===== src/rtl/flash_arb_pkg.sv =====
// flash_arb_pkg: shared types for the flash ROM arbiter.
//   flash_port_e : requester id (fetch = 0, load = 1)
//   flash_ifl_t  : in-flight tracker entry {vld, id}
package flash_arb_pkg;

  typedef enum logic {
    FLASH_PORT_IF = 1'b0,
    FLASH_PORT_LS = 1'b1
  } flash_port_e;

  typedef struct packed {
    logic        vld;
    flash_port_e id;
  } flash_ifl_t;

endpackage


===== src/rtl/flash_arb_track.sv =====
// flash_arb_track: DEPTH-deep {valid, port id} delay line that follows each
// granted ROM read until its data appears on rom_data.
//   clk, rst           : clock, async active-high clear (all entries invalid)
//   push_vld, push_id  : entry entering this cycle (push_vld=0 for no grant)
//   pop_vld, pop_id    : entry emerging DEPTH cycles after its push
module flash_arb_track
  import flash_arb_pkg::*;
#(
  parameter int DEPTH = 1
) (
  input  logic clk,
  input  logic rst,
  input  logic push_vld,
  input  logic push_id,
  output logic pop_vld,
  output logic pop_id
);

  flash_ifl_t [DEPTH-1:0] pipe_q, pipe_d;

  always_comb begin
    pipe_d        = pipe_q;
    pipe_d[0].vld = push_vld;
    pipe_d[0].id  = flash_port_e'(push_id);
    for (int i = 1; i < DEPTH; i++) pipe_d[i] = pipe_q[i-1];
  end

  always_ff @(posedge clk or posedge rst) begin
    if (rst) pipe_q <= '0;
    else     pipe_q <= pipe_d;
  end

  assign pop_vld = pipe_q[DEPTH-1].vld;
  assign pop_id  = pipe_q[DEPTH-1].id;

endmodule


===== src/rtl/flash_arb.sv =====
// flash_arb: shares a single-ported flash ROM between the fetch (if_*) and
// load (ls_*) ports. One grant per cycle; each read returns on its own port
// exactly ROM_LAT cycles after the grant.
//   clk, rst                              : clock, async active-high reset
//   if_req_vld/rdy/addr, if_rsp_vld/data  : fetch port
//   ls_req_vld/rdy/addr, ls_rsp_vld/data  : load port
//   rom_en, rom_addr, rom_data            : ROM read port (data after ROM_LAT)
// Build option: define FLASH_ARB_FIXED_PRIO_EN for fetch-always-wins
// priority; otherwise conflicts are resolved round-robin.
module flash_arb
  import flash_arb_pkg::*;
#(
  parameter int ADDR_W  = 32,
  parameter int DATA_W  = 32,
  parameter int ROM_AW  = 12,
  parameter int ROM_LAT = 1
) (
  input  logic              clk,
  input  logic              rst,
  input  logic              if_req_vld,
  output logic              if_req_rdy,
  input  logic [ADDR_W-1:0] if_req_addr,
  output logic              if_rsp_vld,
  output logic [DATA_W-1:0] if_rsp_data,
  input  logic              ls_req_vld,
  output logic              ls_req_rdy,
  input  logic [ADDR_W-1:0] ls_req_addr,
  output logic              ls_rsp_vld,
  output logic [DATA_W-1:0] ls_rsp_data,
  output logic              rom_en,
  output logic [ROM_AW-1:0] rom_addr,
  input  logic [DATA_W-1:0] rom_data
);

  logic gnt_if, gnt_ls;
  logic pop_vld, pop_id;

`ifdef FLASH_ARB_FIXED_PRIO_EN
  always_comb begin
    gnt_if = if_req_vld & ~rst;
    gnt_ls = ls_req_vld & ~if_req_vld & ~rst;
  end
`else
  // last_q holds the most recently granted port; the other one wins a
  // conflict. Reset to LS so fetch wins the first conflict.
  flash_port_e last_q, last_d;

  always_comb begin
    gnt_ls = ls_req_vld & (~if_req_vld | (last_q == FLASH_PORT_IF)) & ~rst;
    gnt_if = if_req_vld & ~gnt_ls & ~rst;
    last_d = last_q;
    if (gnt_if | gnt_ls) last_d = gnt_ls ? FLASH_PORT_LS : FLASH_PORT_IF;
  end

  always_ff @(posedge clk or posedge rst) begin
    if (rst) last_q <= FLASH_PORT_LS;
    else     last_q <= last_d;
  end
`endif

  assign if_req_rdy = gnt_if;
  assign ls_req_rdy = gnt_ls;
  assign rom_en     = gnt_if | gnt_ls;
  // Byte address -> word address; low byte offset and high bits alias.
  assign rom_addr   = gnt_ls ? ls_req_addr[ROM_AW+1:2] : if_req_addr[ROM_AW+1:2];

  logic unused_addr_bits;
  assign unused_addr_bits = ^{if_req_addr[1:0], if_req_addr[ADDR_W-1:ROM_AW+2],
                              ls_req_addr[1:0], ls_req_addr[ADDR_W-1:ROM_AW+2]};

  flash_arb_track #(.DEPTH(ROM_LAT)) u_track (
    .clk      (clk),
    .rst      (rst),
    .push_vld (gnt_if | gnt_ls),
    .push_id  (gnt_ls),
    .pop_vld  (pop_vld),
    .pop_id   (pop_id)
  );

  // ROM data is broadcast; only the port whose id emerges sees rsp_vld.
  assign if_rsp_vld  = pop_vld & (pop_id == FLASH_PORT_IF);
  assign ls_rsp_vld  = pop_vld & (pop_id == FLASH_PORT_LS);
  assign if_rsp_data = rom_data;
  assign ls_rsp_data = rom_data;

endmodule


===== config.mk =====
export PLATFORM = sky130hd
export DESIGN_NAME = flash_arb
export DESIGN_NICKNAME = d
export VERILOG_FILES = /design/src/rtl/flash_arb_pkg.sv /design/src/rtl/flash_arb_track.sv /design/src/rtl/flash_arb.sv
export SDC_FILE = /design/constraint.sdc
export NUM_CORES = 1
export LEC_CHECK = 0
export CAP_MARGIN = 20
export CELL_PAD_IN_SITES_DETAIL_PLACEMENT = 0
export CELL_PAD_IN_SITES_GLOBAL_PLACEMENT = 1
export CORE_MARGIN = 2
export CORE_UTILIZATION = 10
export CTS_BUF_LIST = sky130_fd_sc_hd__clkbuf_4 sky130_fd_sc_hd__clkbuf_8
export CTS_CLUSTER_SIZE = 10
export DETAILED_ROUTE_END_ITERATION = 12
export PLACE_DENSITY_LB_ADDON = 0.3
export SYNTH_ARGS = -nofsm -noshare
export SYNTH_HDL_FRONTEND = slang
export SYNTH_SLANG_ARGS = --single-unit

===== constraint.sdc =====
create_clock -name clk -period 2.5 [get_ports clk]
set_input_delay 0.75 -clock clk [delete_from_list [all_inputs] [get_ports clk]]
set_output_delay 0.75 -clock clk [all_outputs]
set_load 0.005 [all_outputs]

==> results of run 1 <==
==> metal layers <==
metal / vias up / share of wire (%)
li1: 218 / -
met1: 204 / 34
met2: 38 / 46
met3: 12 / 18
met4: 0 / 2.3
met5: - / 0
==> cells by family (layout without fill, tap and decap cells) <==
family | count (synthesis) | count (layout) | share of synthesized area (%)
buf+inv | 68 | 62 | 61.6
mux | 12 | 12 | 20.7
simple gates | 7 | 7 | 5.36
compound gates | 3 | 4 | 3.06
flops | 3 | 3 | 9.34
==> layout by cell type (no fill, tap or decap), types with 2 or more instances in the layout <==
master           count
buf_2                5
nor2_1               2
clkdlybuf4s50_1     26
inv_1                3
buf_6               13
buf_4                5
clkbuf_2             2
clkbuf_8             3
a21o_4               2
mux2_4               9
dfrtp_1              2
dlygate4sd2_1        2
mux2_2               3
==> through the flow <==
step | TNS [ns] | worst slack (ns) | power, mW | cell area, sq um | hold slack (ns)
final | 0 | 0.0108 | 0.371 | 1040 | 0.515
after global routing | -0.0608 | -0.0174 | 0.398 | 1040 | 0.525
after CTS | -0.00868 | -0.00868 | 0.378 | 1040 | 0.516
after detailed placement | -9.31 | -0.694 | 0.208 | 923 | 0.512
after global placement | -9.02 | -0.669 | 0.206 | 923 | 0.493
after floorplan | 0 | 0.243 | 0.194 | 817 | 0.477
==> worst max-delay path, stage by stage <==
cell and delay, ns:
buf_6 0.09, nand2b_4 0.14, a21o_4 0.23, buf_6 0.12, mux2_4 0.29, buf_6 0.11
==> how the worst min path moves through the flow <==
| stage | startpoint | end | slack, ns | cells after the start |
|---|---|---|---|---|
| after floorplan | last_q | last_q | 0.48 | 2 |
| after global placement | last_q | last_q | 0.49 | 2 |
| after detailed placement | last_q | last_q | 0.51 | 2 |
| after CTS | rst | u_track.pop_vld | 0.52 | 3 |
| after global routing | rst | u_track.pop_vld | 0.52 | 3 |
| final | rst | u_track.pop_vld | 0.52 | 3 |
==> area by class of cell <==
cell class | instances | share of cell area, %
multi-input cells | 23 | 24.4
repair buffers | 55 | 50.1
clock buffers | 4 | 4.71
inverters | 3 | 1.09
well taps | 102 | 12.3
flip-flops and latches | 3 | 7.37
==> state kept, by name (all words and copies together), names as in the netlist <==
| name | flops |
|---|---|
| last_q | 1 |
| u_track.pop_id | 1 |
| u_track.pop_vld | 1 |
==> power groups by stage <==
stage          clock, mW  sequential (mW)  combinational (mW)
2_1_floorplan          0           0.0605               0.134
3_3_place_gp           0           0.0615               0.145
3_5_place_dp           0           0.0615               0.147
4_1_cts            0.155           0.0638               0.160
5_1_grt            0.165           0.0649               0.168
6_report           0.151           0.0637               0.156
==> repair_timing <==
| item | 4_1_cts | 5_1_grt |
|---|---|---|
| endpoints found under the setup margin | 15 | 8 |
| setup buffers | 7 | 0 |
| endpoints found under the hold margin | 0 | 0 |
| resized for setup | 69 | 4 |
| cloned | 1 | 0 |
| pin swaps | 1 | 0 |
==> results_dict.tcl, run 1 <==
set metrics [dict create \
    cts_inserted_buffers 3 \
    global_route_wire_length_before_repair_um 2700 \
    die_y_um 94.4 \
    grt_start_max_net_pins 7 \
    clock_transition_at_path_regs_ns 0.03 \
    tritoncts_num_sinks 3 \
    antenna_violating_nets_post_route 0 \
    timing.rr.start "last_q" \
    gp_congestion 0.679 \
    drcViolationCount 0 \
    grt.met3_usage_pct 3.91 \
    clkLatencyLatePin_ns 0.21 \
    layout.area.seq_sq_um 76.3 \
    crit_path_end "rom_addr[6]" \
    vdd_ir_drop_max_mv 0.115 \
    r2r_end "u_track.pop_id" \
    report.final.setup_viol 0 \
    area_growth_syn_to_layout_pct 26.8 \
    viasPerCell 2.48 \
    chipWidth_um 94.4 \
    grt_util_all_layers_pct 4.11 \
    floorplan.initialDensity_pct 10.5 \
    die-area_sq_um 8910 \
    postLayoutCoreUtil_pct 13.3 \
    io_pins 181 \
    synth_ff_type "dfrtp_1" \
    synthesis.area_per_instance_sq_um 8.79 \
    number_of_fillers_in_the_final_layout 892 \
    maxCapViolations 0 \
    worst_hold_path_type "in -> async" \
    p_int_mw 0.288 \
    synth_enable_flop_cells 0 \
    final_routed_wirelength_um 1770 \
    globalRouteOverflowTotal 0 \
    nNetsFinal 189 \
    dpl.cell_count 178 \
    post-route-period-util_pct 99.6 \
    firstDrtPassIters 4 \
    synth.yosys.seq_area_share_pct 9.34 \
    cts_max_level 1 \
    globalRoute.busiestLayer "met2" \
    path_max_fanout 6 \
    power.switching_fraction_pct 22.4 \
    hold_fails_final_rpt 0 \
    grt_antenna_before_repair 0 \
    worst_ep_arrival_ns 1.74 \
    cts.hold.buffers_added 0 \
    async_reset_ff_share_pct 100 \
    outcome "finished, final reports clean" \
    reg2reg_setup_slack_ns 1.33 \
    synth.lib_cells_used.distinct 16 \
    synthTopCellsByCount "buf_4, mux2_4, inv_1, mux2_2" \
    syn_nets 193 \
    tritoncts "built" \
    reg2regPathDepth 4 \
    std_cell_rows 32 \
    final_layout_size_suffix_gt1_share_pct 51.1 \
    critPathCaptureType "output pin" \
    netlist_area_sq_um 817 \
    finalNonFillerCells 190 \
    worst_setup_path_start_kind "input pin" \
    cts.path.max_buffers 2 \
    power.share.combinational_pct 42.0 \
    coreArea_sq_um 7810 \
    netlist_instances 93 \
    antenna_cells_inserted 0 \
    fin_worst_skew_ns 0.00248 \
    detail_route.wl_per_cell_um 9.33 \
    critical_path_required_ns 1.75 \
    multi_input_area_sq_um 253 \
    io_buffer_count 44 \
    clockPowerShare_pct 40.8 \
    routed_vias 472 \
    grt.met2_usage_pct 6.31 \
    sequentialPowerShare_pct 17.2 \
    critPathLaunch "rst" \
    dp_hpwl_um 1330 \
    post-synth-top-count-cell "buf_4" \
    leakagePower_nw 0.476 \
    fin_crit_ns 2.49 \
    timing.slew.headroom_pct 90.4 \
    worstMarginPinSlew_ns 0.142 \
    grt_util_met1_pct 3.36 \
    fmax_ghz 0.402 \
    number_of_global_route_vias_before_repair 562 \
    cts_root_buf "clkbuf_8" \
    crit_path_class "in -> out" \
    synthesis.yosys.warnings 0 \
    first_iter_violations 1 \
    post_synth_main_area_contributors "buf_4, mux2_4, dfrtp_1" \
    synth_top_area_cell "buf_4" \
    max_slew_violation_count 0 \
    cellPowerDensity_nw_per_um2 358 \
    ys_ff_latch 3 \
    synthDominantCellAreaShare_pct 58.8 \
    power.net_switching_mw 0.0832 \
    unrepaired_setup_endpoints_after_global_routing "yes" \
]
(Power assumes the default switching activity.)
==> run 2: changes to the inputs <==
--- a/config.mk
+++ b/config.mk
@@ -6,10 +6,8 @@
 export NUM_CORES = 1
 export LEC_CHECK = 0
 export CAP_MARGIN = 20
-export CELL_PAD_IN_SITES_DETAIL_PLACEMENT = 0
-export CELL_PAD_IN_SITES_GLOBAL_PLACEMENT = 1
 export CORE_MARGIN = 2
-export CORE_UTILIZATION = 10
+export CORE_UTILIZATION = 18
 export CTS_BUF_LIST = sky130_fd_sc_hd__clkbuf_4 sky130_fd_sc_hd__clkbuf_8
 export CTS_CLUSTER_SIZE = 10
 export DETAILED_ROUTE_END_ITERATION = 12
==> run 2 against run 1 <==
Net effect: global-route usage increased by 2.5 points; largest power group unchanged; clock skew fell by 0.0016 ns; worst hold slack improved by 0.0087 ns.
==> results_dict.tcl, run 2 (synthesis results as in run 1) <==
set metrics [dict create \
    tns_ns 0 \
    cellPowerDensity_nw_per_um2 377 \
    worstPathCellList "buf_6, nand2b_4, a21o_4, buf_6, mux2_4, buf_6" \
    hold_fails_final_rpt 0 \
    grt_start_max_net_pins 7 \
    timing.slew.headroom_pct 88.5 \
    area_growth_syn_to_layout_pct 18.7 \
    gp_congestion 0.720 \
    chipWidth_um 71.4 \
    worst_setup_path_start_kind "input pin" \
    unrepaired_setup_endpoints_after_global_routing "yes" \
    detail_route.wl_per_cell_um 12.0 \
    finalNonFillerCells 140 \
    floorplan.initialDensity_pct 18.8 \
    routed_vias 445 \
    critPathCaptureType "output pin" \
    dp_worst_setup_slack_ns -0.706 \
    fmax_ghz 0.401 \
    path_max_fanout 6 \
    coreArea_sq_um 4350 \
    critical_path_required_ns 1.75 \
    antenna_violating_nets_post_route 0 \
    max_slew_violation_count 0 \
    slowest_stage "mux2_4" \
    die-area_sq_um 5090 \
    cts.path.max_buffers 2 \
    slack_of_the_critical_path_ns 0.00810 \
    final_common_cell "clkdlybuf4s50_1" \
    fin_crit_ns 2.49 \
    maxCapViolations 0 \
    outcome "finished, final reports clean" \
    worstMarginPinSlew_ns 0.171 \
    tritoncts "built" \
    final_layout_size_suffix_gt1_share_pct 51.1 \
    p_total_mw 0.365 \
    tritoncts_num_sinks 3 \
    dp_hpwl_um 1410 \
    postLayoutCoreUtil_pct 22.3 \
    antenna_cells_inserted 0 \
    layout.cell_area.non_filler_sq_um 970 \
    hold_slack_ns 0.524 \
    cts_max_level 1 \
    critPathMostFrequentCell "buf_6" \
    post-route-period-util_pct 99.7 \
    nNetsFinal 189 \
    grt_util_all_layers_pct 6.59 \
    worst_ep_arrival_ns 1.74 \
    io_buffer_count 44 \
    worst-path-buf-inv 3 \
    report.final.setup_viol 0 \
    viasPerCell 3.18 \
    critical-path-top-delay-family "buffers and inverters" \
    grt_antenna_before_repair 0 \
    clkLatencyLatePin_ns 0.21 \
    dpl.cell_count 128 \
    drcViolationCount 0 \
    cts_inserted_buffers 3 \
    vdd_ir_drop_max_mv 0.100 \
    fin_worst_skew_ns 0.000903 \
    first_iter_violations 8 \
    globalRouteOverflowTotal 0 \
    std_cell_rows 24 \
    worst_hold_path_type "in -> async" \
    detailed_place.area_sq_um 861 \
    crit_path_class "in -> out" \
    leakagePower_nw 0.467 \
    final_cell_mix "clkdlybuf4s50_1, buf_6, mux2_4" \
    die_y_um 71.4 \
    critical-path-max-stage-delay_ns 0.29 \
    cts.hold.buffers_added 0 \
    number_of_fillers_in_the_final_layout 465 \
    clock_transition_at_path_regs_ns 0.03 \
    io_pins 181 \
    number_of_global_route_vias_before_repair 500 \
    final_routed_wirelength_um 1680 \
    firstDrtPassIters 4 \
    cts_root_buf "clkbuf_8" \
    global_route_wire_length_before_repair_um 2530 \
]
[run 2: cell types whose count changed in the layout (fill, tap and decap cells not counted)]
cell | before | now
dlygate4sd2_1 | 2 | 3
dlymetal6s2s_1 | 1 | 0
[run 2: final cells by class]
class | instances | area [sq um] | area share [%]
multi-input cells | 23 | 253 | 26.1
repair buffers | 55 | 515 | 53.2
flip-flops and latches | 3 | 76.3 | 7.87
inverters | 3 | 11.3 | 1.16
well taps | 52 | 65.1 | 6.71
clock buffers | 4 | 48.8 | 5.03
[run 2: final timing paths]
kind                         from        endpoint  slack [ns]  cells past startpoint
max reg2reg                last_q  u_track.pop_id        1.39                      4
min                           rst  u_track.pop_id        0.52                      3
min reg2reg                last_q          last_q        0.53                      2
max                           rst     rom_addr[3]       0.008                      6
min in group clk           last_q          last_q        0.53                      2
max in group asynchronous     rst          last_q        1.77                      3
[run 2: repair_timing]
item                                    CTS  global route
hold endpoints to repair                  0             0
pin swaps                                 2             1
endpoints found under the setup margin   15             8
cloned                                    1             0
setup buffers                             7             0
gates resized for setup                  67             6
[run 2: worst min-delay path: stages]
cell   delay (ns)
buf_6        0.10
buf_4        0.12
inv_1        0.10
[run 2: report_power, final]
group | switching, mW | internal [mW] | leakage (nW)
combinational | 0.0429 | 0.110 | 0.405
clock | 0.0295 | 0.119 | 0.0262
sequential | 0.00642 | 0.0569 | 0.0359
total | 0.0788 | 0.287 | 0.467
[run 2: metal layers]
layer	wire (um)	vias up	GRT usage, %
li1	-	217	-
met1	547	192	6.57
met2	841	19	9.77
met3	202	17	3.66
met4	88	0	5.87
met5	0	-	0
